==> config.mk <==
export PLATFORM = sky130hd
export DESIGN_NAME = fht_unload
export DESIGN_NICKNAME = d
export VERILOG_FILES = /design/src/rtl/fht_pkg.sv /design/src/rtl/fht_unload_buf.sv /design/src/rtl/fht_unload.sv
export SDC_FILE = /design/constraint.sdc
export NUM_CORES = 1
export LEC_CHECK = 0
export ABC_AREA = 1
export ABC_CLOCK_PERIOD_IN_PS = 3100
export CAP_MARGIN = 40
export CORE_ASPECT_RATIO = 1.1
export CORE_MARGIN = 1
export CORE_UTILIZATION = 53
export DETAILED_ROUTE_END_ITERATION = 10
export GPL_TIMING_DRIVEN = 1
export PLACE_DENSITY = 0.93
export SLEW_MARGIN = 20
export SYNTH_ARGS = -nofsm -noshare
export SYNTH_HDL_FRONTEND = slang
export SYNTH_SLANG_ARGS = --single-unit
==> constraint.sdc <==
create_clock -name iCLK -period 3.1 [get_ports iCLK]
set_input_delay 0.62 -clock iCLK [delete_from_list [all_inputs] [get_ports iCLK]]
set_output_delay 0.62 -clock iCLK [all_outputs]
set_load 0.005 [all_outputs]
==> src/rtl/fht_pkg.sv <==
// Shared widths, state type and constants for the FHT bank unloader.
// Width defines fall back to a 256-word bank of 16-bit samples when not set by the build.
`ifndef A_BIT
`define A_BIT 8
`endif
`ifndef D_BIT
`define D_BIT 16
`endif
`ifndef BANK_SIZE
`define BANK_SIZE (2**`A_BIT)
`endif

package fht_pkg;

    typedef enum logic [2:0] {
        IDLE,
        FETCH,
        WAIT,
        STREAM,
        DONE
    } state_t;

    localparam int N_SAMPLES = 4 * `BANK_SIZE;
    localparam int SCALE_SH  = $clog2(N_SAMPLES);

    // Address of the final bank row; the FSM finishes after streaming it.
    localparam logic [`A_BIT-1:0] A_LAST = `A_BIT'(`BANK_SIZE - 1);

endpackage

==> src/rtl/fht_unload_buf.sv <==
// Four-word capture register holding one row read from banks 0..3.
// The word selected by sel is presented combinationally on dout.
module fht_unload_buf
    import fht_pkg::*;
(
    input  logic              clk,
    input  logic              rst_n,
    input  logic              load,
    input  logic [1:0]        sel,
    input  logic [`D_BIT-1:0] din_0,
    input  logic [`D_BIT-1:0] din_1,
    input  logic [`D_BIT-1:0] din_2,
    input  logic [`D_BIT-1:0] din_3,
    output logic [`D_BIT-1:0] dout
);

    logic [`D_BIT-1:0] words [4];

    // NOTE: this small buffer is reset (unlike a RAM) because the sample
    // output must read zero while reset is held.
    always_ff @(posedge clk or negedge rst_n) begin
        if (!rst_n) begin
            for (int i = 0; i < 4; i++) words[i] <= '0;
        end else if (load) begin
            words[0] <= din_0;
            words[1] <= din_1;
            words[2] <= din_2;
            words[3] <= din_3;
        end
    end

    assign dout = words[sel];

endmodule

==> src/rtl/fht_unload.sv <==
// Unloads four FHT result banks as one natural-order sample stream with valid/ready.
// Define FHT_UNLOAD_SCALE_EN to divide each output sample by the transform length.
module fht_unload
    import fht_pkg::*;
(
    input  logic              iCLK,
    input  logic              iRESET,
    input  logic              iSTART,
    output logic [`A_BIT-1:0] oADDR_RD,
    output logic              oRE,
    input  logic [`D_BIT-1:0] iDATA_0,
    input  logic [`D_BIT-1:0] iDATA_1,
    input  logic [`D_BIT-1:0] iDATA_2,
    input  logic [`D_BIT-1:0] iDATA_3,
    output logic [`D_BIT-1:0] oDATA,
    output logic              oVALID,
    input  logic              iREADY,
    output logic              oRDY,
    output logic              oDONE
);

    state_t            state;
    logic [`A_BIT-1:0] a;
    logic [1:0]        w;
    logic [`D_BIT-1:0] buf_word;

    // NOTE: every register here uses <= so all next-state values are computed
    // from the same pre-edge snapshot, whatever the statement order.
    always_ff @(posedge iCLK or negedge iRESET) begin
        if (!iRESET) begin
            state    <= IDLE;
            a        <= '0;
            w        <= '0;
            oADDR_RD <= '0;
            oRE      <= 1'b0;
            oVALID   <= 1'b0;
            oDONE    <= 1'b0;
            oRDY     <= 1'b1;
        end else begin
            oRE   <= 1'b0;
            oDONE <= 1'b0;
            case (state)
                IDLE: begin
                    if (iSTART) begin
                        state    <= FETCH;
                        a        <= '0;
                        w        <= '0;
                        oADDR_RD <= '0;
                        oRE      <= 1'b1;
                        oRDY     <= 1'b0;
                    end
                end
                FETCH: state <= WAIT;
                WAIT: begin
                    state  <= STREAM;
                    oVALID <= 1'b1;
                end
                STREAM: begin
                    // oVALID is high for the whole of STREAM, so iREADY alone marks a transfer.
                    if (iREADY) begin
                        if (w == 2'd3) begin
                            w      <= '0;
                            oVALID <= 1'b0;
                            if (a == A_LAST) begin
                                state <= DONE;
                                oDONE <= 1'b1;
                            end else begin
                                state    <= FETCH;
                                a        <= a + `A_BIT'(1);
                                oADDR_RD <= a + `A_BIT'(1);
                                oRE      <= 1'b1;
                            end
                        end else begin
                            w <= w + 2'd1;
                        end
                    end
                end
                DONE: begin
                    state <= IDLE;
                    oRDY  <= 1'b1;
                end
                default: state <= IDLE;
            endcase
        end
    end

    fht_unload_buf u_buf (
        .clk   (iCLK),
        .rst_n (iRESET),
        .load  (state == WAIT),
        .sel   (w),
        .din_0 (iDATA_0),
        .din_1 (iDATA_1),
        .din_2 (iDATA_2),
        .din_3 (iDATA_3),
        .dout  (buf_word)
    );

`ifdef FHT_UNLOAD_SCALE_EN
    logic signed [`D_BIT-1:0] buf_word_s;
    assign buf_word_s = buf_word;
    assign oDATA      = buf_word_s >>> SCALE_SH;
`else
    assign oDATA = buf_word;
`endif

endmodule

Word level (Yosys, flattened, before mapping)
Cells that the tools add are included.

storage, ports and cells
  flip-flop bits (word level) = 81
  output and inout bits = 28
  word-level logic and storage cells = 65

cells by class
  reduce and logical (&&, ||, !) cells = 9
  mux-type cells = 31
  bitwise gates (word level) = 1
  add/subtract/negate cells = 2
  eq/ne operators = 10
  order comparisons = 1

operators by type and width
  operator                                                          number
  16-bit binary-select mux with 2-bit select                        1
  16-bit two-way mux                                                2
  8-bit two-way mux                                                 4
  8-bit case mux with 2 select lines                                1
  3-bit two-way mux                                                 4
  3-bit case mux with 4 select lines                                1
  1-bit two-way mux                                                 11
  3-bit AND reduction                                               3
  8-bit by 1-bit adder with 8-bit output (second input constant)    1
  8-bit == test (second input constant)                             1
  2-bit != test (second input constant)                             4
  3-bit by 2-bit == test with 1-bit output (second input constant)  2
  2-bit two-way mux                                                 3
  1-bit case mux with 2 select lines                                3
  2-bit nonzero test                                                3
  5-bit AND reduction                                               1
  2-bit case mux with 2 select lines                                1
  3-bit by 1-bit == test with 1-bit output (second input constant)  1
  3-bit == test (second input constant)                             1
  3-bit greater-or-equal comparator (second input constant)         1
  3-bit zero test                                                   1
  2-bit inverter with 3-bit output                                  1
  2-bit by 1-bit adder with 2-bit output (second input constant)    1
  2-bit == test (second input constant)                             1
  2-bit AND reduction                                               1

Logic depth before layout (Yosys ltp)
  depth in word-level cells = 5
  gate-level depth with buffers = 8
  depth with buffers taken out = 8

Cells and area by module
From an unflattened synthesis, not the netlist that was laid out.

second synthesis, totals
  cells, all modules = 513
  area total of the unflattened synthesis = 4016.4 um^2

by module, submodules not included
  module          instances  cells each  area each (um^2)
  fht_unload_buf  1          394         3055.4
  fht_unload      1          119         960.9

Worst setup path before layout
Ideal clock, no wire load.

  kind = register -> output
  start point = register w[0]
  end point = output oDATA[0]
  required time = 2.480 ns
  path slack = 1.425 ns
  arrival = 1.055 ns
  cell stages (with the launch flop) = 5
  path through = dfrtp_1 -> inv_1 -> buf_1 -> nor2_1 -> o22ai_1

on the way
  cells in the longest elaborated chain, start to end = 4

ends and longest elaborated chain
  item                                                    line                  source
  start, declared                                         fht_unload.sv:24      logic [1:0] w;
  start signal, assigned                                  fht_unload.sv:74      w <= w + 2'd1;
  2-bit inverter with 3-bit output (not written as such)  fht_unload_buf.sv:32  assign dout = words[sel];
  16-bit binary-select mux with 2-bit select              fht_unload_buf.sv:32
  16-bit two-way mux (not written as such) (2 in series)  fht_unload_buf.sv:32
  end, declared                                           fht_unload.sv:15      output logic [`D_BIT-1:0] oDATA,

Every way passes these cells. The select of a mux whose other input is x is not followed.

Worst setup path after layout
  start point = register w[0]
  end point = output oDATA[10]

Same word-level chain as after synthesis.

==> impl_metrics.tcl <==
set metrics [dict create \
    ctsRootBufferMaster "clkbuf_8" \
    critPathRequiredTime_ns 2.48 \
    crit_type "reg -> out" \
    endpoint_kind "output pin" \
    timing.rr.end "u_buf.words[41]" \
    setup_slack_ns 0.409 \
    core_region_area_um2 7010 \
    slowest_delay_ns 0.54 \
    startpoint "w[0]" \
    path_cells "buf_4, inv_1, buf_4, o21ai_0, o22ai_1, clkdlybuf4s50_1" \
    syn_nets 416 \
    crit_end "oDATA[10]" \
    rrSetupSlack_ns 1.43 \
    tns_ns 0 \
    p_int_mw 3.20 \
    p_clk_frac 0.160 \
    clkSinkCount 81 \
    clk_pin_slew_ns 0.08 \
    hold_viol 0 \
    synth-seq-area-share 0.529 \
    status "finished, final reports clean" \
    min_period_ns 2.69 \
    power_frac_comb 0.452 \
    maxSlewHeadroom 0.650 \
    grt-ovfl-total 0 \
    gp_congestion 0.832 \
    grt_pass1_vias 3050 \
    drive_gt1_frac 0.210 \
    crit_buf_inv 4 \
    cts_buffer_depth 2 \
    fp.dieW_um 83.1 \
    remaining_drc_errors 0 \
    synthCells 346 \
    cp_common_cell "buf_4" \
    post_dp_cell_area_um2 4890 \
    numCtsBuffers 9 \
    slowest_stage "clkdlybuf4s50_1" \
    synth.most_common_cell "dfrtp_1" \
    post-cts-setup-buffers 0 \
    synth_cell_type_count 25 \
    synthAdderAreaFrac 0.00653 \
    cts_resized 0 \
    netlist_area_um2 3830 \
    switching_share 0.325 \
    cp_top_family "buffers and inverters" \
    port_buffers 95 \
    switching_power_mw 1.54 \
    first_pass_iters 4 \
    preCtsSetupSlack_ns 0.803 \
    seqPwrFrac 0.389 \
    htree_num_levels 3 \
    instances_no_fill 533 \
    fin_skew_ns 0.00664 \
    io_pins 96 \
    r2r_start "state[0]" \
    netlist.area_leader.share 0.522 \
    path_depth 6 \
    cp_max_fo 19 \
    rsz0062_at_grt "false" \
    ant_nets 0 \
    die_area_um2 7580 \
    grt_antenna_before_repair 0 \
    total_power_mw 4.74 \
    fin_area_um2 5080 \
    synth_xor_xnor_area_share 0.00457 \
    cp.arrival_ns 2.07 \
    clk_latency_ns 0.34 \
    final_nets 513 \
    synth-simple-area-share 0.132 \
    synthTopCellsByArea "dfrtp_1 52%, mux2_2 11%, mux2_4 11%" \
    avgSynthCellArea_um2 11.1 \
    drtIter0Drc 130 \
    final-setup-viol-count 0 \
    start_util 0.547 \
    powerDensity_nw_per_um2 934 \
    antenna_cells 0 \
    placed_cells 517 \
    ys_seq_elements 81 \
    grt_max_degree 52 \
    startpoint_type "flop" \
    r2r_cells 4 \
    finalCritPeriodShare 0.868 \
    synth_top_family_by_area "multiplexers" \
    synth_commonest_cells "80 x dfrtp_1, 49 x nor2_1, 37 x mux2_2, 37 x nand2_1, 36 x o21ai_0" \
    totalWireLength_mm 8.70 \
    die_h_um 91.2 \
    maxCapViolCount 0 \
    synth_ff_type "dfrtp_1" \
    synth-async-reset-ratio 1.00 \
    synth_edf_count 0 \
    synthMuxAreaShare 0.214 \
    max_clock_freq_mhz 372 \
    place_hpwl_mm 6.11 \
    synth_compound_area_frac 0.0764 \
    vias 2987 \
    hold_class "in -> async" \
    irDropWorstVdd_mv 0.587 \
    via_per_inst 5.60 \
    syn2layout_area_growth_pct 32.5 \
    wl_per_cell_um 16.3 \
    cts_tree "done" \
    yosysWarningCount 0 \
    core.rowCount 32 \
    max_slew.worst_pin.slew_ns 0.524 \
    grt.total_usage 0.241 \
    p_leak_nw 2.27 \
    slew_violations 0 \
    cts_hold_buf 0 \
    synth_top_area_cell "dfrtp_1" \
    grt_pass1_wl_mm 14.3 \
]
==> worst reg2reg max path, cell delays in order (launching register included) <==
cell	delay, ns
dfrtp_1	0.44
nor2_2	0.21
nand2_4	0.26
buf_16	0.31
mux2_4	0.34
==> routing by layer <==
layer,vias up,routed length (um),track usage
met2,105,4600,0.418
met5,-,0,0
met3,7,536,0.0573
met1,1500,3510,0.292
li1,1375,-,-
met4,0,63,0.0905
==> cells by family after synthesis <==
family / count (synthesis)
compound gates: 54
mux: 64
simple gates: 115
flops: 81
xor+xnor: 2
buf+inv: 28
fa+ha+maj: 2
==> cell usage in the layout, fill, tap and decap left out, drive strengths merged <==
cell type      netlist  final
bufinv               0      1
nor3b                1      1
dfrtp               80     80
nand4                1      1
nand3               17     17
xor2                 2      2
o31ai                1      1
clkinv               0      2
a21oi                1      1
o21ai               36     36
o22ai               16     16
ha                   2      2
nor3                 2      2
clkbuf               7     13
inv                 12     12
nand2               42     42
clkdlybuf4s50        0     94
mux2                64     64
dfstp                1      1
nor2                52     52
buf                  9      8
==> area by class of cell <==
type,count,area (um^2)
Clock buffer,13,149
Clock inverter,3,40.0
Fill cell,521,1930
Inverter,12,45.0
Multi-Input combinational cell,237,1670
Sequential cell,81,2030
Tap cell,85,106
Timing Repair Buffer,102,1040
==> state kept, by name, summed over array words and instances (netlist names) <==
register	cells
oRDY	1
a	8
w	2
oVALID	1
oRE	1
u_buf.words	64
oDONE	1
state	3
==> stage by stage <==
| step | hold WS (ns) | utilization |
|---|---|---|
| 2_1_floorplan | 0.324 | - |
| 3_3_place_gp | 0.469 | 0.690 |
| 3_5_place_dp | 0.492 | 0.698 |
| 4_1_cts | 0.214 | 0.725 |
| 5_1_grt | 0.221 | 0.725 |
| 6_report | 0.209 | 0.725 |
==> worst min path at each step <==
stage / slack (ns) / cells after the start / endpoint / startpoint
final: 0.21 / 1 / oDONE / iRESET
after global routing: 0.22 / 1 / oRE / iRESET
after CTS: 0.21 / 1 / a[3] / iRESET
after detailed placement: 0.49 / 1 / u_buf.words[35] / u_buf.words[35]
after global placement: 0.47 / 2 / oRDY / oRDY
after floorplan: 0.32 / 0 / a[0] / iRESET
==> power groups by stage <==
| stage | Combinational, mW | Clock, mW | Sequential (mW) |
|---|---|---|---|
| 2_1_floorplan | 1.39 | 0 | 1.75 |
| 3_3_place_gp | 2.05 | 0 | 1.82 |
| 3_5_place_dp | 2.15 | 0 | 1.84 |
| 4_1_cts | 2.16 | 0.769 | 1.84 |
| 5_1_grt | 2.31 | 0.823 | 1.90 |
| 6_report | 2.14 | 0.757 | 1.84 |
No activity file was read; power rests on OpenSTA's default activity.
